[config.mk]
export PLATFORM = sky130hd
export DESIGN_NAME = sum_serial_ctrl
export DESIGN_NICKNAME = d
export VERILOG_FILES = /design/src/rtl/sum_serial_ctrl.sv
export SDC_FILE = /design/constraint.sdc
export NUM_CORES = 1
export LEC_CHECK = 0
export ABC_AREA = 1
export ABC_CLOCK_PERIOD_IN_PS = 2700
export BUFFER_PORTS_ARGS = -buffer_cell sky130_fd_sc_hd__buf_2
export CORE_UTILIZATION = 35
export CTS_BUF_LIST = sky130_fd_sc_hd__clkbuf_4 sky130_fd_sc_hd__clkbuf_8
export DETAILED_ROUTE_END_ITERATION = 6
export GPL_TIMING_DRIVEN = 1
export PLACE_DENSITY_LB_ADDON = 0.05
export SKIP_LAST_GASP = 1
export SLEW_MARGIN = 20
export SYNTH_ARGS = -nofsm -noshare
export SYNTH_HDL_FRONTEND = slang
export SYNTH_SLANG_ARGS = --single-unit
[constraint.sdc]
create_clock -name clk -period 2.7 [get_ports clk]
set_clock_uncertainty 0.15 [all_clocks]
set_input_delay 0.54 -clock clk [delete_from_list [all_inputs] [get_ports clk]]
set_output_delay 0.54 -clock clk [all_outputs]
set_load 0.1 [all_outputs]
[src/rtl/sum_serial_ctrl.sv]
// ============================================================================
// Module   : sum_serial_ctrl (with helper sum4b)
// Purpose  : WIDTH-bit add/subtract sequenced through one 4-bit adder,
//            nibble by nibble, LSB first, with a registered carry.
// Revision : 1.0 - initial release
// ============================================================================
`default_nettype none

module sum4b (
    input  logic [3:0] i_a,
    input  logic [3:0] i_b,
    input  logic       i_ci,
    output logic [3:0] o_s,
    output logic       o_co
);
    logic [4:0] w_total;

    assign w_total = {1'b0, i_a} + {1'b0, i_b} + {4'b0000, i_ci};
    assign o_s     = w_total[3:0];
    assign o_co    = w_total[4];
endmodule

module sum_serial_ctrl #(
    parameter int WIDTH   = 16,
    parameter int NIBBLES = WIDTH / 4
) (
    input  logic             clk,
    input  logic             rst_n,
    input  logic             start,
    input  logic             sub,
    input  logic [WIDTH-1:0] a,
    input  logic [WIDTH-1:0] b,
    output logic             busy,
    output logic             done,
    output logic [WIDTH-1:0] s,
    output logic             co,
    output logic             ovf
);
    localparam int c_CW = (NIBBLES > 1) ? $clog2(NIBBLES) : 1;
    localparam logic [c_CW-1:0] c_LAST = c_CW'(NIBBLES - 1);

    typedef enum logic [1:0] {
        ST_IDLE = 2'd0,
        ST_RUN  = 2'd1,
        ST_DONE = 2'd2
    } state_t;

    state_t            r_state;
    logic [c_CW-1:0]   r_cnt;
    logic              r_carry;
    logic [WIDTH-1:0]  r_op_a;
    logic [WIDTH-1:0]  r_op_b;
    logic [WIDTH-1:0]  r_part;

    logic [c_CW+1:0]   w_lsb;
    logic [3:0]        w_sum;
    logic              w_co;
    logic [WIDTH-1:0]  w_result;

    assign w_lsb = {r_cnt, 2'b00};

    sum4b u_adder (
        .i_a  (r_op_a[w_lsb +: 4]),
        .i_b  (r_op_b[w_lsb +: 4]),
        .i_ci (r_carry),
        .o_s  (w_sum),
        .o_co (w_co)
    );

    // Partial result with the current nibble merged in; on the last nibble
    // this is the complete result, which also keeps WIDTH = 4 free of slices.
    always_comb begin
        w_result             = r_part;
        w_result[w_lsb +: 4] = w_sum;
    end

    always_ff @(posedge clk or negedge rst_n) begin
        if (!rst_n) begin
            r_state <= ST_IDLE;
            r_cnt   <= '0;
            r_carry <= 1'b0;
            r_op_a  <= '0;
            r_op_b  <= '0;
            r_part  <= '0;
            busy    <= 1'b0;
            done    <= 1'b0;
            s       <= '0;
            co      <= 1'b0;
            ovf     <= 1'b0;
        end else begin
            case (r_state)
                ST_IDLE: begin
                    if (start) begin
                        // Subtraction as A + ~B + 1: invert B, seed carry with 1.
                        r_op_a  <= a;
                        r_op_b  <= sub ? ~b : b;
                        r_carry <= sub;
                        r_cnt   <= '0;
                        busy    <= 1'b1;
                        r_state <= ST_RUN;
                    end
                end
                ST_RUN: begin
                    r_part  <= w_result;
                    r_carry <= w_co;
                    r_cnt   <= r_cnt + 1'b1;
                    if (r_cnt == c_LAST) begin
                        s       <= w_result;
                        co      <= w_co;
                        ovf     <= (r_op_a[WIDTH-1] == r_op_b[WIDTH-1]) &&
                                   (w_sum[3] != r_op_a[WIDTH-1]);
                        done    <= 1'b1;
                        r_state <= ST_DONE;
                    end
                end
                ST_DONE: begin
                    done    <= 1'b0;
                    busy    <= 1'b0;
                    r_state <= ST_IDLE;
                end
                default: begin
                    done    <= 1'b0;
                    busy    <= 1'b0;
                    r_state <= ST_IDLE;
                end
            endcase
        end
    end
endmodule

`default_nettype wire

Yosys cells after proc, flatten, opt, wreduce, memory -nomap -nowiden
Cells that the tools add are included.
- add/sub/neg operators: 4
- equality and inequality tests: 6
- shift-type cells: 4
- muxes and demuxes: 13
- bitwise gates (word level): 3
- reductions and logical operators: 9
- operator list (operator ; number):
    $shiftx 16x5->4 ; 2
    $bwmux 16 ; 1
    $mux 16 ; 1
    $not 16->16 ; 1
    $shift 4x6->16 const A ; 1
    $shiftx 4x6->16 ; 1
    $reduce_and 2->1 ; 6
    $pmux 2 s2 ; 2
    $mux 2 ; 3
    $neg 4->6 ; 1
    $pmux 1 s2 ; 3
    $add 4x4->5 ; 1
    $add 5x1->5 ; 1
    $ne 2x2->1 const B ; 2
    $mux 1 ; 3
    $add 2x1->2 const B ; 1
    $eq 2x1->1 const B ; 1
    $eq 2x2->1 const B ; 1
    $logic_not 2->1 ; 1
    $not 1->1 ; 2
    $reduce_bool 2->1 ; 1
    $eq 1x1->1 ; 1
    $logic_and 1x1->1 ; 1
    $ne 1x1->1 ; 1
- flip-flop bits (word level): 73
- input port bits: 36
- output and inout port bits: 20
- word-level logic and storage cells: 50

Depth between registers and ports, before layout
Gate-level depths: netlist (run 1).
- depth in word-level cells: 5
- gate-level depth with buffers: 14
- mapped depth without buffers: 13

Modules after synthesis
From an unflattened synthesis (run 1), not the netlist that was laid out.
- cell total of the unflattened synthesis: 432
- area, all modules: 3558.4 um^2
- by module, submodules not included (module ; instances ; cells each ; area an instance (um^2) ; seq. area each (um^2)):
    sum_serial_ctrl ; 1 ; 407 ; 3393.3 ; 1726.7
    sum4b ; 1 ; 25 ; 165.2 ; 0.0

Worst setup path after synthesis (run 1)
Ideal clock, no wire load.
- path type: register to register
- start point: register r_cnt[0]
- end point: register r_part[9]
- setup time: 0.076 ns
- arrival: 2.358 ns
- slack: 0.116 ns
- stages on the path, launching flop included: 12
- buffers on the path: 2
- clock period less this slack: 2.584 ns
- cells stage by stage: dfrtp_1 -> inv_2 -> buf_4 -> buf_4 -> nor2_1 -> o22ai_1 -> fa_1 -> inv_1 -> fa_1 -> o32ai_1 -> nand2_1 -> o21ai_1
- longest elaborated chain between the ends: 5
- elaborated cells between the ends (all ways): 8
- those cells by class: add/sub (3); shift (4); mux (1)
- ends and longest elaborated chain (what ; RTL line ; source):
    from (decl) ; 49 ; logic [c_CW-1:0] r_cnt;
    from (signal assigned) ; 106 ; r_cnt <= r_cnt + 1'b1;
    $shiftx 16x5->4, on equally long branches ; 63, 64 ;
    $add 4x4->5 ; 18 ; assign w_total = {1'b0, i_a} + {1'b0, i_b} + {4'b0000, i_ci};
    $add 5x1->5 ; 18 ;
    $shiftx 4x6->16 ; 74 ; w_result[w_lsb +: 4] = w_sum;
    $bwmux 16 * ; 74 ;
    to (signal assigned) ; 104 ; r_part <= w_result;
    to (decl) ; 53 ; logic [WIDTH-1:0] r_part;
Every way passes the cells marked *; elsewhere a longest branch is shown, timed or not.
A chain may end at the register's enable or synchronous reset.

Final worst setup path (run 1)
- start point: register r_cnt[0]
- end point: register r_part[6]
The elaborated chain is that of the path after synthesis.

==> impl_metrics.py, run 1 <==
metrics = {
    "setup_path": {
        "startpoint": "r_cnt[0]$_DFFE_PN0P_",
        "crit_type": "reg2reg",
        "worstPathRequired_ns": 2.83,
        "regToRegEndpoint": "r_part[6]$_DFFE_PN0P_",
        "r2r-start": "r_cnt[0]$_DFFE_PN0P_",
        "ff2ff_setup_slack_ns": 0.19,
        "start_kind": "flip-flop",
        "rr_worst_depth": 12,
        "crit_fanout": 7,
        "end_kind": "flip-flop",
        "crit_end": "r_part[6]$_DFFE_PN0P_",
        "arrival_ns": 2.65,
    },
    "cells_and_area": {
        "area_delta_synth_final_pct": 19.4,
        "diodes": 0,
        "layout-drive-gt1-share": 0.219,
        "final_nets": 531,
        "fin_util": 0.437,
    },
    "floorplan": {
        "dieArea_um2": 10800,
        "row_count": 36,
        "io_pins": 56,
        "chipWidth_um": 104,
        "die_h_um": 104,
        "initial_core_util": 0.366,
        "core_um2": 9910,
    },
    "detailed_routing": {
        "drt_iter0_drc": 75,
        "dr.pass1.iters": 4,
        "wl_per_cell_um": 13.3,
        "final_antenna_net_count": 0,
        "drc": 0,
        "vias": 2867,
        "routed_via_density": 4.61,
        "route.final.wire_length_um": 8300,
    },
    "clock_network": {
        "cts_max_level": 3,
        "tritoncts": "built",
        "cts.hold.buffers_added": 0,
        "clock_latency_ns": 0.35,
        "cts.path.max_buffers": 2,
        "clkTransAtPathRegs_ns": 0.08,
        "numCtsBuffers": 9,
        "clock-sinks": 73,
        "cts_root_buf": "clkbuf_8",
        "post-cts-setup-buffers": 0,
    },
    "synthesis": {
        "yosys_warnings": 0,
        "syn_nets": 474,
        "syn_area_um2": 3620,
        "yosysMostFrequentCell": "nand2_1",
        "synthFlopType": "dfrtp_1",
        "synth_top_cell_by_area": "dfrtp_1",
        "async_flop_share": 1.00,
        "netlist_instances": 427,
        "yosys-top-cells-count": "nand2_1, dfrtp_1, o21ai_1",
        "synth_seq_cells": 73,
        "avgSynthCellArea_um2": 8.48,
        "ys_seq_area_frac": 0.504,
        "netlist_top_cells_area": "dfrtp_1, nand2_1, o21ai_1, xnor2_1, ha_1",
        "yosys.area.top_type_share": 0.504,
        "ys_types": 29,
        "synth_edf_count": 0,
    },
    "sta": {
        "setup_tns_ns": 0,
        "fmax_mhz": 398,
        "finalMaxSlewViolations": 0,
        "fin_crit_sh": 0.931,
        "tightestPinTransition_ns": 0.492,
        "fin_crit_ns": 2.51,
        "holdWs_ns": 0.0617,
        "rsz0062_at_grt": "no",
        "final-setup-viol-count": 0,
        "finalHoldViolations": 0,
        "max-slew-margin-rel": 0.674,
    },
    "place": {
        "place_congestion": 0.761,
        "dp.final_hpwl_um": 5800,
        "port_buffers": 55,
    },
    "grt": {
        "antenna_found_initial": 0,
        "grt.total_usage": 0.168,
        "grt_pass1_vias": 2858,
        "grt_max_degree": 74,
        "grt_overflow": 0,
        "grt_pass1_wl_um": 14300,
    },
    "job": {
        "cap_violations": 0,
    },
    "power_and_ir_drop": {
        "p_leak_uw": 0.00221,
        "peakVddDrop_v": 0.000429,
        "power.density_nw_per_um2": 1480,
    },
    "run_status": {
        "outcome": "complete, no violations",
    },
    "worst_hold_path": {
        "hold_path_class": "in2async",
    },
}
critical path: stages (launching register included):
cell	delay, ns
dfrtp_2	0.46
buf_4	0.17
nor2_1	0.10
inv_1	0.04
a32oi_1	0.32
inv_2	0.07
fa_1	0.41
inv_1	0.09
or2_1	0.15
nand4_1	0.15
o22ai_1	0.18
nand2_1	0.07
o21ai_1	0.08
routing by layer:
| layer | track usage | vias up | wire length [µm] |
|---|---|---|---|
| li1 | - | 1479 | - |
| met1 | 0.215 | 1335 | 3910 |
| met2 | 0.279 | 44 | 4070 |
| met3 | 0.0302 | 9 | 198 |
| met4 | 0.0684 | 0 | 128 |
| met5 | 0 | - | 0 |
layout make-up:
cell class / instances / area, µm²
well taps: 133 / 166
inverters: 37 / 146
clock inverters: 4 / 97.6
flip-flops and latches: 73 / 1830
repair buffers: 64 / 355
clock buffers: 12 / 165
fillers: 1045 / 5580
multi-input cells: 299 / 1570
sequential cells by signal (all words and copies together), names as in the netlist:
signal	flops
ovf	1
co	1
s	16
r_op_a	16
r_part	16
done	1
r_carry	1
r_op_b	16
r_cnt	2
busy	1
r_state	2
worst min-delay path by stage:
stage | endpoint | cells after the start
after floorplan | busy$_DFFE_PN0P_ | 0
after global placement | s[2]$_DFFE_PN0P_ | 2
after detailed placement | s[4]$_DFFE_PN0P_ | 2
after CTS | s[11]$_DFFE_PN0P_ | 2
after global routing | r_part[13]$_DFFE_PN0P_ | 2
final | s[8]$_DFFE_PN0P_ | 2
logic make-up after synthesis:
kind of cell | after synthesis | synth area share
flops | 73 | 0.504
fa+ha+maj | 11 | 0.0421
xor+xnor | 16 | 0.0387
simple gates | 200 | 0.228
compound gates | 72 | 0.112
buf+inv | 55 | 0.0743
per-stage QoR:
stage	total power (µW)	std cells	worst slack (ns)	area, µm²
after floorplan	4480	427	0.116	3620
after global placement	5250	606	0.200	4020
after detailed placement	5260	606	0.162	4020
after CTS	6400	622	0.132	4280
after global routing	6930	622	0.00186	4330
final	6390	622	0.185	4330
repair_timing:
action	4_1_cts	5_1_grt
endpoints found under the hold margin	0	0
resized for setup	0	10
setup endpoints to repair	0	13
power breakdown:
group          switching (µW)  total (µW)  internal (µW)
clock network             429        1120            690
logic                    2460        3450            990
registers                 280        1820           1540
cell usage in the layout, fill, tap and decap left out, types with 9 or more instances in the layout:
cell,n
buf_2,55
clkbuf_8,12
dfrtp_1,72
ha_1,9
inv_1,27
nand2_1,165
nor2_1,16
o21ai_0,14
o21ai_1,30
o22ai_1,12
xnor2_1,16
No activity file was read; power rests on OpenSTA's default activity.
==> run 2: changes to the inputs <==
--- a/config.mk
+++ b/config.mk
@@ -8,7 +8,8 @@
 export ABC_AREA = 1
 export ABC_CLOCK_PERIOD_IN_PS = 2700
 export BUFFER_PORTS_ARGS = -buffer_cell sky130_fd_sc_hd__buf_2
-export CORE_UTILIZATION = 35
+export CAP_MARGIN = 5
+export CORE_UTILIZATION = 45
 export CTS_BUF_LIST = sky130_fd_sc_hd__clkbuf_4 sky130_fd_sc_hd__clkbuf_8
 export DETAILED_ROUTE_END_ITERATION = 6
 export GPL_TIMING_DRIVEN = 1
==> run 2 against run 1 <==
  * Global-route usage is 3.8 points higher
  * Count of clock-buffer cells in the layout is 2 higher
  * Wire length is 3.4% lower
  * Critical path depth is 3 lower
  * Sequential cell count stayed put
  * Design area is 2.5% lower
==> impl_metrics.py, run 2 (synthesis gave the netlist of run 1 again) <==
metrics = {
    "cells_and_area": {
        "diodes": 0,
        "final_common_cell": "nand2_1",
        "multiInputGateArea_um2": 1540,
        "stdcell_area_um2": 4220,
        "layout-drive-gt1-share": 0.215,
        "fillers": 758,
        "final_nets": 537,
        "register_area_um2": 1830,
        "area_delta_synth_final_pct": 16.4,
        "mostFrequentLayoutCells": "nand2_1, dfrtp_1, buf_2",
    },
    "sta": {
        "fmax_mhz": 385,
        "tightestPinTransition_ns": 0.562,
        "worst_slack_ns": 0.105,
        "final-setup-viol-count": 0,
        "fin_crit_sh": 0.961,
        "finalHoldViolations": 0,
        "fin_crit_ns": 2.60,
        "finalMaxSlewViolations": 0,
        "rsz0062_at_grt": "yes",
        "max-slew-margin-rel": 0.624,
    },
    "clock_network": {
        "cts.path.max_buffers": 2,
        "clock-sinks": 73,
        "numCtsBuffers": 9,
        "clkTransAtPathRegs_ns": 0.07,
        "cts.hold.buffers_added": 0,
        "cts_root_buf": "clkbuf_8",
        "clock_latency_ns": 0.35,
        "cts_max_level": 3,
        "tritoncts": "built",
    },
    "floorplan": {
        "dieArea_um2": 8410,
        "die_h_um": 91.7,
        "chipWidth_um": 91.7,
        "core_um2": 7770,
        "row_count": 32,
        "initial_core_util": 0.466,
        "io_pins": 56,
    },
    "setup_path": {
        "regToRegEndpoint": "r_part[9]$_DFFE_PN0P_",
        "rr_worst_depth": 9,
        "crit_type": "reg2reg",
        "r2r-start": "r_cnt[0]$_DFFE_PN0P_",
        "crit_fanout": 6,
        "arrival_ns": 2.72,
        "start_kind": "flip-flop",
        "ff2ff_setup_slack_ns": 0.10,
        "worstPathRequired_ns": 2.82,
        "end_kind": "flip-flop",
    },
    "grt": {
        "grt_max_degree": 52,
        "grt_pass1_vias": 2836,
        "grt_pass1_wl_um": 13500,
        "grt_overflow": 0,
        "antenna_found_initial": 0,
        "grt.total_usage": 0.206,
    },
    "detailed_routing": {
        "wl_per_cell_um": 13.5,
        "drt_iter0_drc": 100,
        "dr.pass1.iters": 6,
        "final_antenna_net_count": 0,
        "routed_via_density": 4.98,
        "drc": 0,
        "vias": 2964,
        "route.final.wire_length_um": 8020,
    },
    "job": {
        "cap_violations": 0,
    },
    "place": {
        "place_congestion": 0.854,
        "post_dp_cell_area_um2": 3970,
        "port_buffers": 55,
        "post-place-ws_ns": 0.0421,
        "dp.final_hpwl_um": 5510,
    },
    "run_status": {
        "outcome": "complete, no violations",
    },
    "worst_hold_path": {
        "hold_path_class": "in2async",
    },
}
-- run 2: worst max-delay path, stage by stage (launching register included) --
cell	delay (ns)
dfrtp_2	0.44
buf_4	0.15
o21ai_1	0.15
o22ai_1	0.11
fa_1	0.43
inv_1	0.09
fa_1	0.45
o32ai_1	0.37
nand2_1	0.10
o21ai_1	0.09
-- run 2: worst max-delay path by stage --
stage / start / to / slack, ns / cells after the start
2_1_floorplan: r_cnt[0]$_DFFE_PN0P_ / r_part[9]$_DFFE_PN0P_ / 0.12 / 11
3_3_place_gp: r_cnt[0]$_DFFE_PN0P_ / r_part[9]$_DFFE_PN0P_ / 0.13 / 9
3_5_place_dp: r_cnt[0]$_DFFE_PN0P_ / r_part[5]$_DFFE_PN0P_ / 0.04 / 11
4_1_cts: r_cnt[0]$_DFFE_PN0P_ / r_part[5]$_DFFE_PN0P_ / 0.02 / 11
5_1_grt: r_cnt[0]$_DFFE_PN0P_ / r_part[5]$_DFFE_PN0P_ / -0.05 / 11
6_report: r_cnt[0]$_DFFE_PN0P_ / r_part[9]$_DFFE_PN0P_ / 0.10 / 9
-- run 2: through the flow --
step,utilization,setup TNS (ns),hold WS (ns),instances
after global routing,0.543,-0.200,0.0728,595
after detailed placement,0.511,0,0.311,574
final,0.543,0,0.0202,595
after CTS,0.534,0,0.0416,588
after floorplan,-,0,0.0944,427
after global placement,0.511,0,0.309,574
-- run 2: what timing repair did --
item,4_1_cts,5_1_grt
gates resized for setup,0,6
endpoints found under the setup margin,0,16
endpoints found under the hold margin,0,0
setup buffers,0,7
-- run 2: metal layers --
layer | vias to the layer above | part of all wire | track usage
li1 | 1497 | - | -
met1 | 1388 | 0.46 | 0.260
met2 | 61 | 0.48 | 0.351
met3 | 18 | 0.030 | 0.0274
met4 | 0 | 0.028 | 0.0924
met5 | - | 0 | 0
-- run 2: area by class of cell --
class / count / share of cell area
flip-flops and latches: 73 / 0.434
well taps: 102 / 0.0303
inverters: 37 / 0.0350
clock buffers: 14 / 0.0412
repair buffers: 70 / 0.0950
multi-input cells: 299 / 0.365
Power of run 2 is left out: the tool's default activity adds up to more than one toggle a clock period on the data nets, which glitch-free logic cannot reach.
==> run 3: changes to the inputs <==
--- a/config.mk
+++ b/config.mk
@@ -13,6 +13,7 @@
 export CTS_BUF_LIST = sky130_fd_sc_hd__clkbuf_4 sky130_fd_sc_hd__clkbuf_8
 export DETAILED_ROUTE_END_ITERATION = 6
 export GPL_TIMING_DRIVEN = 1
+export MAX_ROUTING_LAYER = met4
 export PLACE_DENSITY_LB_ADDON = 0.05
 export SKIP_LAST_GASP = 1
 export SLEW_MARGIN = 20
==> run 3 against run 2 <==
  * Register-to-register slack improved by 0.03 ns
  * Final cell count did not move
  * Worst hold slack better by 0.0056 ns
  * Die area unchanged
==> impl_metrics.py, run 3 (synthesis gave the netlist of run 1 again) <==
metrics = {
    "run_status": {
        "outcome": "complete, no violations",
    },
    "power_and_ir_drop": {
        "p_comb_frac": 0.572,
        "p_leak_uw": 0.00219,
        "switching_share": 0.512,
        "clkPwrFrac": 0.129,
        "p_seq_frac": 0.299,
        "power.switching_uw": 3110,
        "power.density_nw_per_um2": 1440,
        "peakVddDrop_v": 0.000540,
        "internal_power_uw": 2960,
    },
    "setup_path": {
        "arrival_ns": 2.69,
        "start_kind": "flip-flop",
        "ff2ff_setup_slack_ns": 0.13,
        "worstPathRequired_ns": 2.82,
        "crit_fanout": 16,
        "crit_type": "reg2reg",
        "end_kind": "flip-flop",
    },
    "cells_and_area": {
        "layout-drive-gt1-share": 0.215,
        "final_nets": 537,
        "fin_cells": 595,
        "area_delta_synth_final_pct": 16.4,
        "final_common_cell": "nand2_1",
        "diodes": 0,
        "mostFrequentLayoutCells": "nand2_1, dfrtp_1, buf_2",
    },
    "clock_network": {
        "tritoncts": "built",
        "clock_latency_ns": 0.34,
        "cts.hold.buffers_added": 0,
        "cts.path.max_buffers": 2,
        "numCtsBuffers": 9,
        "cts_max_level": 3,
        "cts_root_buf": "clkbuf_8",
        "clkTransAtPathRegs_ns": 0.07,
        "clock-sinks": 73,
    },
    "place": {
        "place_inst": 574,
        "post-place-ws_ns": 0.0421,
        "place_congestion": 0.867,
        "dp.final_hpwl_um": 5510,
        "port_buffers": 55,
    },
    "sta": {
        "rsz0062_at_grt": "yes",
        "tightestPinTransition_ns": 0.565,
        "finalHoldViolations": 0,
        "worst_slack_ns": 0.135,
        "fin_crit_sh": 0.950,
        "max-slew-margin-rel": 0.622,
        "fmax_mhz": 390,
        "fin_crit_ns": 2.57,
        "finalMaxSlewViolations": 0,
        "final-setup-viol-count": 0,
    },
    "grt": {
        "grt_util_met1": 0.263,
        "grt_pass1_vias": 2834,
        "grt.total_usage": 0.212,
        "grt_use_met2": 0.350,
        "grt_pass1_wl_um": 13500,
        "grt-busiest-layer": "met2",
        "grtUsageMet3": 0.0274,
        "grt_max_degree": 52,
        "grt_overflow": 0,
        "antenna_found_initial": 0,
    },
    "detailed_routing": {
        "vias": 2956,
        "wl_per_cell_um": 13.4,
        "route.final.wire_length_um": 8000,
        "routed_via_density": 4.97,
        "final_antenna_net_count": 0,
        "drc": 0,
        "drt_iter0_drc": 101,
        "dr.pass1.iters": 6,
    },
    "job": {
        "cap_violations": 0,
    },
    "floorplan": {
        "row_count": 32,
        "dieArea_um2": 8410,
        "core_um2": 7770,
        "die_h_um": 91.7,
        "io_pins": 56,
        "initial_core_util": 0.466,
        "chipWidth_um": 91.7,
    },
    "worst_hold_path": {
        "hold_path_class": "in2async",
    },
}
==> run 3: cell counts in the layout (fill, tap and decap cells not counted) <==
Identical to the previous run, type by type.
==> run 3: layout make-up <==
type,count,area (µm²)
flip-flops and latches,73,1830
fillers,758,3550
well taps,102,128
inverters,37,148
repair buffers,70,400
clock buffers,14,174
multi-input cells,299,1540
==> run 3: worst max-delay path: stages (launching register included) <==
cell	delay (ns)
dfrtp_2	0.44
inv_2	0.22
o21ai_0	0.13
o22ai_1	0.18
fa_1	0.24
inv_1	0.06
fa_1	0.35
inv_1	0.09
or2_1	0.16
nand4_1	0.14
o22ai_1	0.19
nand2_1	0.07
o21ai_1	0.08
==> run 3: path summary, 6_finish.rpt <==
check,endpoint,cells after the start,startpoint
setup / recovery,r_part[14]$_DFFE_PN0P_,12,r_cnt[0]$_DFFE_PN0P_
hold / removal,s[14]$_DFFE_PN0P_,1,rst_n
setup reg to reg,r_part[14]$_DFFE_PN0P_,12,r_cnt[0]$_DFFE_PN0P_
hold reg to reg,s[4]$_DFFE_PN0P_,2,s[4]$_DFFE_PN0P_
max in group asynchronous,r_cnt[0]$_DFFE_PN0P_,2,rst_n
min in group clk,r_op_a[6]$_DFFE_PN0P_,3,a[6]
==> run 3: power by group through the flow <==
stage / clock (µW) / combinational [µW] / sequential [µW]
3_3_place_gp: 0 / 3340 / 1830
4_1_cts: 802 / 3390 / 1820
5_1_grt: 838 / 3870 / 1870
3_5_place_dp: 0 / 3380 / 1840
6_report: 784 / 3480 / 1810
2_1_floorplan: 0 / 1970 / 2500
==> run 3: repair_timing <==
| item | CTS | global route |
|---|---|---|
| setup endpoints to repair | 0 | 16 |
| gates resized for setup | 0 | 6 |
| setup buffers | 0 | 7 |
==> run 3: metrics by stage <==
| step | setup TNS (ns) | hold slack (ns) | instance area, µm² | total power (µW) | util |
|---|---|---|---|---|---|
| after CTS | 0 | 0.0416 | 4150 | 6010 | 0.534 |
| after global placement | 0 | 0.309 | 3970 | 5170 | 0.511 |
| after global routing | -0.200 | 0.0728 | 4220 | 6570 | 0.543 |
| after floorplan | 0 | 0.0944 | 3620 | 4480 | - |
| final | 0 | 0.0258 | 4220 | 6080 | 0.543 |
| after detailed placement | 0 | 0.311 | 3970 | 5210 | 0.511 |
==> run 3: metal layers <==
metal	part of all wire	vias up
met5	0	-
met4	0.025	0
met3	0.028	17
met2	0.49	62
met1	0.46	1379
li1	-	1498
